--- config.mk ---
export PLATFORM = sky130hd
export DESIGN_NAME = sw_debounce_3
export DESIGN_NICKNAME = d
export VERILOG_FILES = /design/src/rtl/sw_pkg.sv /design/src/rtl/debounce_bit.sv /design/src/rtl/sw_debounce_3.sv
export SDC_FILE = /design/constraint.sdc
export NUM_CORES = 1
export LEC_CHECK = 0
export CAP_MARGIN = 0
export CORE_UTILIZATION = 40
export CTS_CLUSTER_DIAMETER = 60
export DETAILED_ROUTE_END_ITERATION = 6
export GPL_TIMING_DRIVEN = 0
export PLACE_DENSITY = 0.69
export SETUP_SLACK_MARGIN = 0.5
export SKIP_LAST_GASP = 1
export SLEW_MARGIN = 20
export SYNTH_ARGS = -nofsm -noshare
export SYNTH_HDL_FRONTEND = slang
export SYNTH_HIERARCHICAL = 1
export SYNTH_SLANG_ARGS = --single-unit
export TNS_END_PERCENT = 10
--- constraint.sdc ---
create_clock -name clk -period 1.67 [get_ports clk]
set_clock_uncertainty 0.2 [all_clocks]
set_input_delay 0.167 -clock clk [delete_from_list [all_inputs] [get_ports clk]]
set_output_delay 0.167 -clock clk [all_outputs]
set_load 0.03 [all_outputs]
--- src/rtl/sw_pkg.sv ---
// Shared constants for the three-switch debouncer: bit positions and counter sizing.
// Pure declarations, no timing or flow-control behaviour.
package sw_pkg;

  localparam int SW_A   = 0;
  localparam int SW_B   = 1;
  localparam int SW_SEL = 2;
  localparam int SW_N   = 3;

  // Smallest counter width w with 2^w >= stable_cnt (at least 1 bit).
  function automatic int min_cnt_w(input int stable_cnt);
    int w;
    w = 1;
    while ((64'(1) << w) < 64'(stable_cnt))
      w = w + 1;
    return w;
  endfunction

endpackage

--- src/rtl/debounce_bit.sv ---
// One switch bit: synchroniser, stability counter, stable level, rise/fall pulses.
// Latency SYNC_STAGES-1+STABLE_CNT edges from first sample; no backpressure, level input only.
module debounce_bit #(
  parameter int SYNC_STAGES = 2,
  parameter int STABLE_CNT  = 50000,
  parameter int CNT_W       = 16
) (
  input  logic clk,
  input  logic rst_n,
  input  logic din,
  output logic stable,
  output logic rise,
  output logic fall
);

  localparam logic [CNT_W-1:0] CNT_LAST = CNT_W'(STABLE_CNT - 1);

  logic [SYNC_STAGES-1:0] sync;
  logic                   synced;
  logic [CNT_W-1:0]       cnt;

  assign synced = sync[SYNC_STAGES-1];

  always_ff @(posedge clk or negedge rst_n) begin
    if (!rst_n) begin
      sync   <= '0;
      stable <= 1'b0;
      cnt    <= '0;
      rise   <= 1'b0;
      fall   <= 1'b0;
    end else begin
      sync <= {sync[SYNC_STAGES-2:0], din};
      rise <= 1'b0;
      fall <= 1'b0;
      // Any return to the stable level drops all accumulated count.
      if (synced == stable) begin
        cnt <= '0;
      end else if (cnt == CNT_LAST) begin
        stable <= synced;
        cnt    <= '0;
        rise   <= synced;
        fall   <= ~synced;
      end else begin
        cnt <= cnt + 1'b1;
      end
    end
  end

endmodule

--- src/rtl/sw_debounce_3.sv ---
// Debounces the a/b/sel switches feeding the 2:1 selector; three independent bit lanes.
// Latency SYNC_STAGES-1+STABLE_CNT edges; registered outputs, no backpressure.
module sw_debounce_3
  import sw_pkg::*;
#(
  parameter int SYNC_STAGES = 2,
  parameter int STABLE_CNT  = 50000,
  parameter int CNT_W       = 16
) (
  input  logic            clk,
  input  logic            rst_n,
  input  logic [SW_N-1:0] sw_raw,
  output logic            a,
  output logic            b,
  output logic            sel,
  output logic [SW_N-1:0] rise,
  output logic [SW_N-1:0] fall
);

  if (SYNC_STAGES < 2 || SYNC_STAGES > 4) begin : g_bad_sync
    $error("sw_debounce_3: SYNC_STAGES must be 2..4");
  end
  if (STABLE_CNT < 1) begin : g_bad_stable
    $error("sw_debounce_3: STABLE_CNT must be >= 1");
  end
  if (CNT_W < min_cnt_w(STABLE_CNT)) begin : g_bad_cnt_w
    $error("sw_debounce_3: CNT_W too narrow for STABLE_CNT");
  end

  logic [SW_N-1:0] level;

  for (genvar i = 0; i < SW_N; i++) begin : g_bit
    debounce_bit #(
      .SYNC_STAGES (SYNC_STAGES),
      .STABLE_CNT  (STABLE_CNT),
      .CNT_W       (CNT_W)
    ) u_bit (
      .clk    (clk),
      .rst_n  (rst_n),
      .din    (sw_raw[i]),
      .stable (level[i]),
      .rise   (rise[i]),
      .fall   (fall[i])
    );
  end

  assign a   = level[SW_A];
  assign b   = level[SW_B];
  assign sel = level[SW_SEL];

endmodule

Yosys cells after proc, flatten, opt, wreduce, memory -nomap -nowiden --
Index checks and enable logic that the tools add are counted.
Storage, ports and cells: bits in registers 63, input port bits 5, logic and storage cells 51
Operators by class: add/subtract/negate cells 3, eq/ne operators 6, multiplexer cells 18, bitwise operators 6, reduce and logical (&&, ||, !) cells 3
Operator list (number):
- two-way mux 16 bit | 6
- adder 16 x 1 -> 16 bit (second input constant) | 3
- equality test 16 bit (second input constant) | 3
- two-way mux 1 bit | 12
- NOT 1 bit | 6
- AND reduction 2 bit | 3
- equality test 1 bit | 3

Logic depth before layout (Yosys ltp) --
Gate-level depths: netlist (run 1).
depth after elaboration 3, mapped depth 7, depth with buffers taken out 5

Cells and area by module --
Netlist (run 1), hierarchy kept.
Modules (own cells, without submodules):
- debounce_bit | instances 3, cells an instance 90, area an instance 984.7 µm²

Least setup slack after synthesis (run 1) --
OpenSTA, ideal clock, no wires.
path type reg-to-reg, start reg g_bit[0].u_bit.cnt[0], end reg g_bit[0].u_bit.stable, library setup time 0.128 ns, data arrival time 1.354 ns, path slack -0.011 ns, stages on the path, launching flop included 6, path buffers 1, clock period less this slack 1.681 ns, cell sequence dfrtp_1 > ha_1 > and3_1 > buf_2 > nand4_2 > mux2_1
On the way: word-level cells in the longest chain between the ends 2
Ends and longest elaborated chain:
- start, declared | line debounce_bit.sv:20 | logic [CNT_W-1:0] cnt;
- start signal, assigned | line debounce_bit.sv:44 | cnt <= cnt + 1'b1;
- equality test 16 bit | line debounce_bit.sv:38 | end else if (cnt == CNT_LAST) begin
- AND reduction 2 bit (no line)
- end signal, assigned | line debounce_bit.sv:39 | stable <= synced;
- end, declared | line debounce_bit.sv:11 | output logic stable,
Every way passes these cells. A chain may end at the register's enable or synchronous reset.

Worst setup path in the final report (run 1) --
start reg g_bit[1].u_bit.cnt[0], end reg g_bit[1].u_bit.cnt[14]
On the way: word-level cells in the longest chain between the ends 3, elaborated cells on any way between the ends 4, classes of those cells add/sub (1); eq/ne (1); mux (2)
Ends and longest elaborated chain:
- start, declared | line debounce_bit.sv:20
- start signal, assigned | line debounce_bit.sv:44
- adder 16 x 1 -> 16 bit or equality test 16 bit (tied branches) | line debounce_bit.sv:44, debounce_bit.sv:38
- two-way mux 16 bit * | line debounce_bit.sv:38
- two-way mux 16 bit * | line debounce_bit.sv:36 | if (synced == stable) begin
Every way passes the cells marked *; elsewhere a longest branch is shown, timed or not.

==> results of run 1 <==
-- placed cells by master (no fill, tap or decap), types with 4 or more instances in the layout --
master         count
nand3_1           15
buf_6             10
nand4_1           18
dfrtp_1           60
nor2_2             4
and3_1             7
nor3b_1            6
nor3_1             5
xor2_1            18
dlygate4sd2_1      7
buf_4             26
nor2_1            47
clkbuf_8          10
xnor2_1           27
nor4_1             4
nor4_2             5
-- timing repair --
item / in CTS / in global routing
hold buffers: 1 / 0
pin swaps: 13 / 7
gates resized for setup: 40 / 12
hold endpoints to repair: 63 / 0
gates cloned: 0 / 0
setup buffers: 21 / 6
endpoints found under the setup margin: 66 / 66
-- cell families (layout without fill, tap and decap cells) --
group | after synthesis | count (layout) | synth area share, %
and+or+nand+nor | 141 | 141 | 27.8
xor gates and xnor gates | 45 | 45 | 13.3
DFF | 63 | 63 | 53.4
buffers and inverters | 15 | 73 | 3.05
muxes | 3 | 3 | 1.14
adders and majority gates | 3 | 3 | 1.27
-- critical path, stage by stage, from the launching register on --
cell and delay [ns]:
dfrtp_1 0.37, ha_2 0.18, buf_4 0.11, nand3_1 0.10
nor4_1 0.37, xnor2_1 0.17, nor2_1 0.06
-- area by class of cell --
cell class,count,area (sq um)
buffer,12,124
timing repair buffer,42,370
tap,96,120
clock buffer,11,141
fill,600,3040
multi-input combinational,192,1480
inverter,3,11.3
clock inverter,5,81.3
sequential,63,1580
-- registers in the layout (all words and copies together), names as in the netlist --
register and flops:
g_bit.u_bit/rise 3, g_bit.u_bit/cnt 48, g_bit.u_bit/fall 3, g_bit.u_bit/stable 3, g_bit.u_bit/sync 6
-- power groups by stage --
stage                     registers, uW  clock network (uW)  logic, uW
after floorplan                    1600                   0       49.0
after global placement             1600                   0       99.9
after detailed placement           1600                   0        106
final                              1570                1470        149
after global routing               1570                1600        168
after CTS                          1570                1520        148
-- routing by layer --
metal / vias up / share of wire, % / global-route usage (%) / routed length [um]
met1: 1092 / 45 / 21.9 / 2650
met5: - / 0 / 0 / 0
met4: 0 / 0.83 / 4.92 / 49
met2: 28 / 51 / 29.5 / 3000
li1: 1043 / - / - / -
met3: 4 / 3.2 / 5.94 / 188
-- per-stage QoR --
step	power, uW	setup TNS (ns)
global route	3340	-1.45
floorplan	1650	0
detailed placement	1710	-2.66
finish	3190	-0.00840
CTS	3240	0
global placement	1700	-112.72
-- worst paths after layout --
path | from | to | slack [ns] | cells after the start
worst max register to register | g_bit[1].u_bit/cnt[0] | g_bit[1].u_bit/cnt[14] | -0.008 | 6
worst min register to register | g_bit[2].u_bit/sync[0] | g_bit[2].u_bit/sync[1] | 0.15 | 0
min in group asynchronous | rst_n | g_bit[1].u_bit/cnt[8] | 0.10 | 2
max in group asynchronous | rst_n | g_bit[0].u_bit/cnt[10] | 0.65 | 3
worst max-delay path | g_bit[1].u_bit/cnt[0] | g_bit[1].u_bit/cnt[14] | -0.008 | 6
worst min-delay path | sw_raw[0] | g_bit[0].u_bit/sync[0] | 0.06 | 1
==> key figures, run 1 <==
Outcome
  • Status: finished with violations
  • Violated checks: setup timing

Routing
  • Final ANT Viol Nets: 0
  • DRC: 0
  • Vias post-DR: between 2,000 and 2,500
  • Post-DR wirelength/cell: about 14 um
  • DR iter-0 viols: 79
  • Via-to-Cell Ratio: roughly 5.1
  • First-pass iteration count of the detailed router: 5
  • WL final: a little under 6 mm

Clock tree
  • CTS Buf Count: 9
  • Skew-Pair Late Insertion Delay: between 0.3 and 0.4 ns
  • Clock sinks: 63
  • CTS tree: built
  • CTS Root Cell: clkbuf_8
  • Clk slew on worst S/H paths: around 0.070 ns
  • H-tree Lvls: 3
  • CTS Buffer Depth: 2

Timing
  • Hold Fails Final Rpt: 0
  • Hold_ws: 0.0602 ns
  • Worst slew margin: ~74%
  • Max frequency: between 500 and 600 MHz
  • RSZ-0062 raised after global routing: yes
  • Slew Limit Fails: 0
  • Setup violators final: 1
  • PnR worst setup slack: -0.00840 ns
  • Worst slew pin tran: 0.390 ns
  • Minimum clock period: approximately 1.7 ns
  • Final period utilization: 101%

Logic synthesis
  • Top post-synthesis cells by count: dfrtp_1, nor2_1, xnor2_1, nand4_1, xor2_1
  • Post-synth EDFFs: 0
  • Synth cell types: 24
  • Register area share after synthesis: 53.4%
  • Most common cell in the netlist: dfrtp_1
  • Synth warnings: 6
  • Syn_nets: 278
  • Post-Syn Area: 0.00295 sq mm
  • Ys async rst share: 100%
  • Synth area leader: dfrtp_1
  • Synth Instances: 270
  • Number of synthesized register bits: 63
  • Yosys top cell area share: between 50% and 60%
  • Synth top area cells: dfrtp_1, xnor2_1, nor2_1
  • Post-synth top flop: dfrtp_1
  • Synth Area per Inst: 10.9 sq um

Placement
  • PortBufs: 13
  • RD Place Congestion: slightly below 0.8
  • DP HPWL: roughly 3.6 mm
  • Inst Count DP: 380
  • Pre-CTS WS: -0.106 ns
  • Post-DP Area: 0.00333 sq mm

GRT
  • GRT Residual Overflow: 0
  • Vias in the first global route: 2,187
  • Global-route wire length before repair: around 10 mm
  • Total GRT Usage: roughly 18%
  • Largest net degree at the start of global routing: 35
  • Initial antenna violation count: 0

Power
  • Clock power frac: approximately 46%
  • Logic pwr share: around 4.7%
  • Net Switching: approximately 690 uW
  • Pwr/cell area: just over 800 mW/mm^2
  • Peak supply drop: 556 uV
  • Seq pwr share: 49.2%
  • Switching share of power: 21.6%
  • Leakage: approximately 0.0017 uW
  • Internal: 2500 uW

Final layout
  • Post-route cell area: approximately 0.0039 sq mm
  • Nets: approximately 330
  • Area Growth Syn to Fin: 32.1%
  • Share of cells above drive strength 1: roughly 29%
  • Finished Layout Cells: between 400 and 500
  • Ant diodes: 0
  • Util after Layout: between 50% and 60%

Floorplan
  • Core area: 0.00694 sq mm
  • # IOs: 14
  • Width of the die: between 80 and 90 um
  • Starting density of the core: roughly 43%
  • Die area: a little under 0.008 sq mm
  • Die Span Y: around 88 um
  • Site Rows: 30

Worst setup path
  • Crit Path Max Fanout: 2
  • Critical path data arrival time: around 1.7 ns
  • Worst Path Required: 1.69 ns
  • CP Class: register to register
  • Critical Path End Type: register
  • Crit start category: register

Min path
  • Hold Path Class: input port to register

Flow run
  • Max-cap violations: 0
Note: power is estimated with default switching activity, not from simulation.
==> inputs of run 2 (changes only) <==
clock period = 1.5 ns   (was 1.67 ns; I/O delays follow)
==> run 2 against run 1 <==
Critical path depth unchanged; first-iteration DRC count grew 14%; design area shrank 0.26%; the flow finishes with violations (hold timing, setup timing); die area did not move; combinational power rose by 10%; sequential power rose by 11%; maximum frequency hardly changed; utilization down 0.14 points; wire length down 0.37%; sequential cell count is the same; clock power rose by 12%.
==> key figures, run 2 (synthesis gave the netlist of run 1 again) <==
GRT
  • Global-route wire length before repair: 10.3 mm
  • Largest net degree at the start of global routing: 35
  • Total GRT Usage: ~18%
  • Vias in the first global route: ~2,200
  • Initial antenna violation count: 0
  • GRT Residual Overflow: 0

Power
  • Seq pwr share: between 40% and 50%
  • Logic pwr share: between 4 and 5%
  • Peak supply drop: roughly 620 uV
  • Internal: 2790 uW
  • Pwr/cell area: a little over 900 mW/mm^2
  • Net Switching: between 700 and 800 uW
  • Total power: ~3600 uW
  • Switching share of power: ~22%
  • Leakage: 0.00169 uW
  • Clock power frac: approximately 46%

Final layout
  • Largest register FFs: 48
  • Largest register by flop count: g_bit.u_bit/cnt
  • Fillers: around 600
  • Most frequent cells in the layout: dfrtp_1, nor2_1, xnor2_1
  • Largest regs: g_bit.u_bit/cnt (48), g_bit.u_bit/sync (6)
  • Nets: 330
  • Area Growth Syn to Fin: 31.8%
  • Ant diodes: 0
  • Commonest non-fill, non-tap cell in the layout: dfrtp_1
  • Share of cells above drive strength 1: around 29%

Clock tree
  • CTS Root Cell: clkbuf_8
  • H-tree Lvls: 3
  • CTS Buf Count: 9
  • Clk slew on worst S/H paths: approximately 0.070 ns
  • Clock sinks: 63
  • CTS tree: built
  • CTS Buffer Depth: 2
  • Skew-Pair Late Insertion Delay: 0.34 ns

Floorplan
  • Core area: between 0.006 and 0.007 sq mm
  • Die area: roughly 0.0077 sq mm
  • Die Span Y: about 88 um
  • Site Rows: 30
  • # IOs: 14
  • Width of the die: 87.9 um
  • Starting density of the core: approximately 43%

Worst setup path
  • Crit Path Max Fanout: 2
  • Crit start category: register
  • CP Class: register to register
  • Slowest stage delay, CP: about 0.37 ns
  • Worst Path Required: ~1.5 ns
  • Critical Path End Type: register
  • Critical path data arrival time: about 1.7 ns
  • Critical path, cell by cell: ha_2, buf_4, nand3_1, nor4_1, xnor2_1, nor2_1
  • Slowest cell on the critical path: dfrtp_1

Routing
  • First-pass iteration count of the detailed router: 4
  • WL final: around 5.9 mm
  • Post-DR wirelength/cell: between 10 and 15 um
  • Vias post-DR: 2,166
  • DR iter-0 viols: 90
  • Via-to-Cell Ratio: between 5 and 6
  • Final ANT Viol Nets: 0
  • DRC: 0

Timing
  • Minimum clock period: approximately 1.7 ns
  • PnR worst setup slack: -0.177 ns
  • Final period utilization: 112%
  • RSZ-0062 raised after global routing: yes
  • Setup TNS: -6.29 ns
  • Hold_ws: -0.465 ns
  • Slew Limit Fails: 0
  • Worst slew pin tran: just under 0.4 ns
  • Hold Fails Final Rpt: 63
  • Setup violators final: 57
  • Max frequency: about 600 MHz
  • Worst slew margin: about three quarters

Outcome
  • Status: finished with violations
  • Violated checks: hold timing, setup timing

Placement
  • RD Place Congestion: 0.792
  • PortBufs: 13
  • DP HPWL: 3.59 mm

Min path
  • Hold Path Class: input port to asynchronous set/reset pin

Flow run
  • Max-cap violations: 0
==> run 2: changes by cell type in the layout (fill, tap and decap cells not counted) <==
cell,change
dlygate4sd3_1,-1
==> run 2: critical path: cells and delay by family (launching register included) <==
| kind | cells | cell delay, ns |
|---|---|---|
| XOR/XNOR | 1 | 0.17 |
| adder cells (fa/ha/maj) | 1 | 0.18 |
| buffers and inverters | 1 | 0.11 |
| flip-flops | 1 | 0.37 |
| AND/OR/NAND/NOR | 3 | 0.53 |
==> run 2: worst paths after layout <==
kind | endpoint | cells after the start | start | slack, ns
min in group clk | g_bit[0].u_bit/sync[0] | 1 | sw_raw[0] | 0.04
max in group asynchronous | g_bit[0].u_bit/cnt[10] | 2 | rst_n | 1.05
max | g_bit[1].u_bit/cnt[14] | 6 | g_bit[1].u_bit/cnt[0] | -0.18
min | g_bit[1].u_bit/cnt[8] | 1 | rst_n | -0.47
max reg2reg | g_bit[1].u_bit/cnt[14] | 6 | g_bit[1].u_bit/cnt[0] | -0.18
min reg2reg | g_bit[2].u_bit/sync[1] | 0 | g_bit[2].u_bit/sync[0] | 0.15
==> run 2: power by group through the flow <==
stage                     Sequential (uW)  Combinational [uW]  Clock, uW
after floorplan                      1780                54.5          0
after global placement               1780                 111          0
after detailed placement             1780                 117          0
after CTS                            1750                 163       1690
after global routing                 1750                 184       1780
final                                1750                 164       1640
==> run 2: per-stage QoR <==
stage                     instance area (sq um)  cells  hold WS, ns  setup WS (ns)  util, %
after detailed placement                   3330    380      -0.0958         -0.276     48.0
final                                      3890    423       -0.465         -0.177     56.1
after CTS                                  3800    417       -0.466         -0.152     54.8
after global routing                       3890    423       -0.461         -0.226     56.1
after floorplan                            3060    270       -0.346        -0.0862        -
after global placement                     3310    379        0.134          -1.92     47.7
==> run 2: routing by layer <==
layer | routed length [um] | share of wire (%) | vias up | track usage (%)
li1 | - | - | 1041 | -
met1 | 2640 | 45 | 1095 | 21.9
met2 | 2990 | 51 | 26 | 29.4
met3 | 188 | 3.2 | 4 | 5.94
met4 | 49 | 0.83 | 0 | 4.92
met5 | 0 | 0 | - | 0
==> run 2: repair_timing <==
action	CTS	global route
pin swaps	13	7
gates resized for setup	40	12
endpoints found under the hold margin	63	63
buffers inserted	21	6
endpoints found under the setup margin	66	66
==> run 2: layout make-up <==
cell class                 instances  area (sq um)  area share, %
sequential                        63          1580           40.6
multi-input combinational        192          1480           37.9
timing repair buffer              41           360           9.25
clock buffer                      11           141           3.63
buffer                            12           124           3.18
tap                               96           120           3.08
clock inverter                     5          81.3           2.09
inverter                           3          11.3          0.289
==> inputs of run 3 (changes only) <==
ABC_AREA = 0   (was not set)
==> results of run 3 <==
The final DEF is identical to that of run 2; final timing and power are the same.
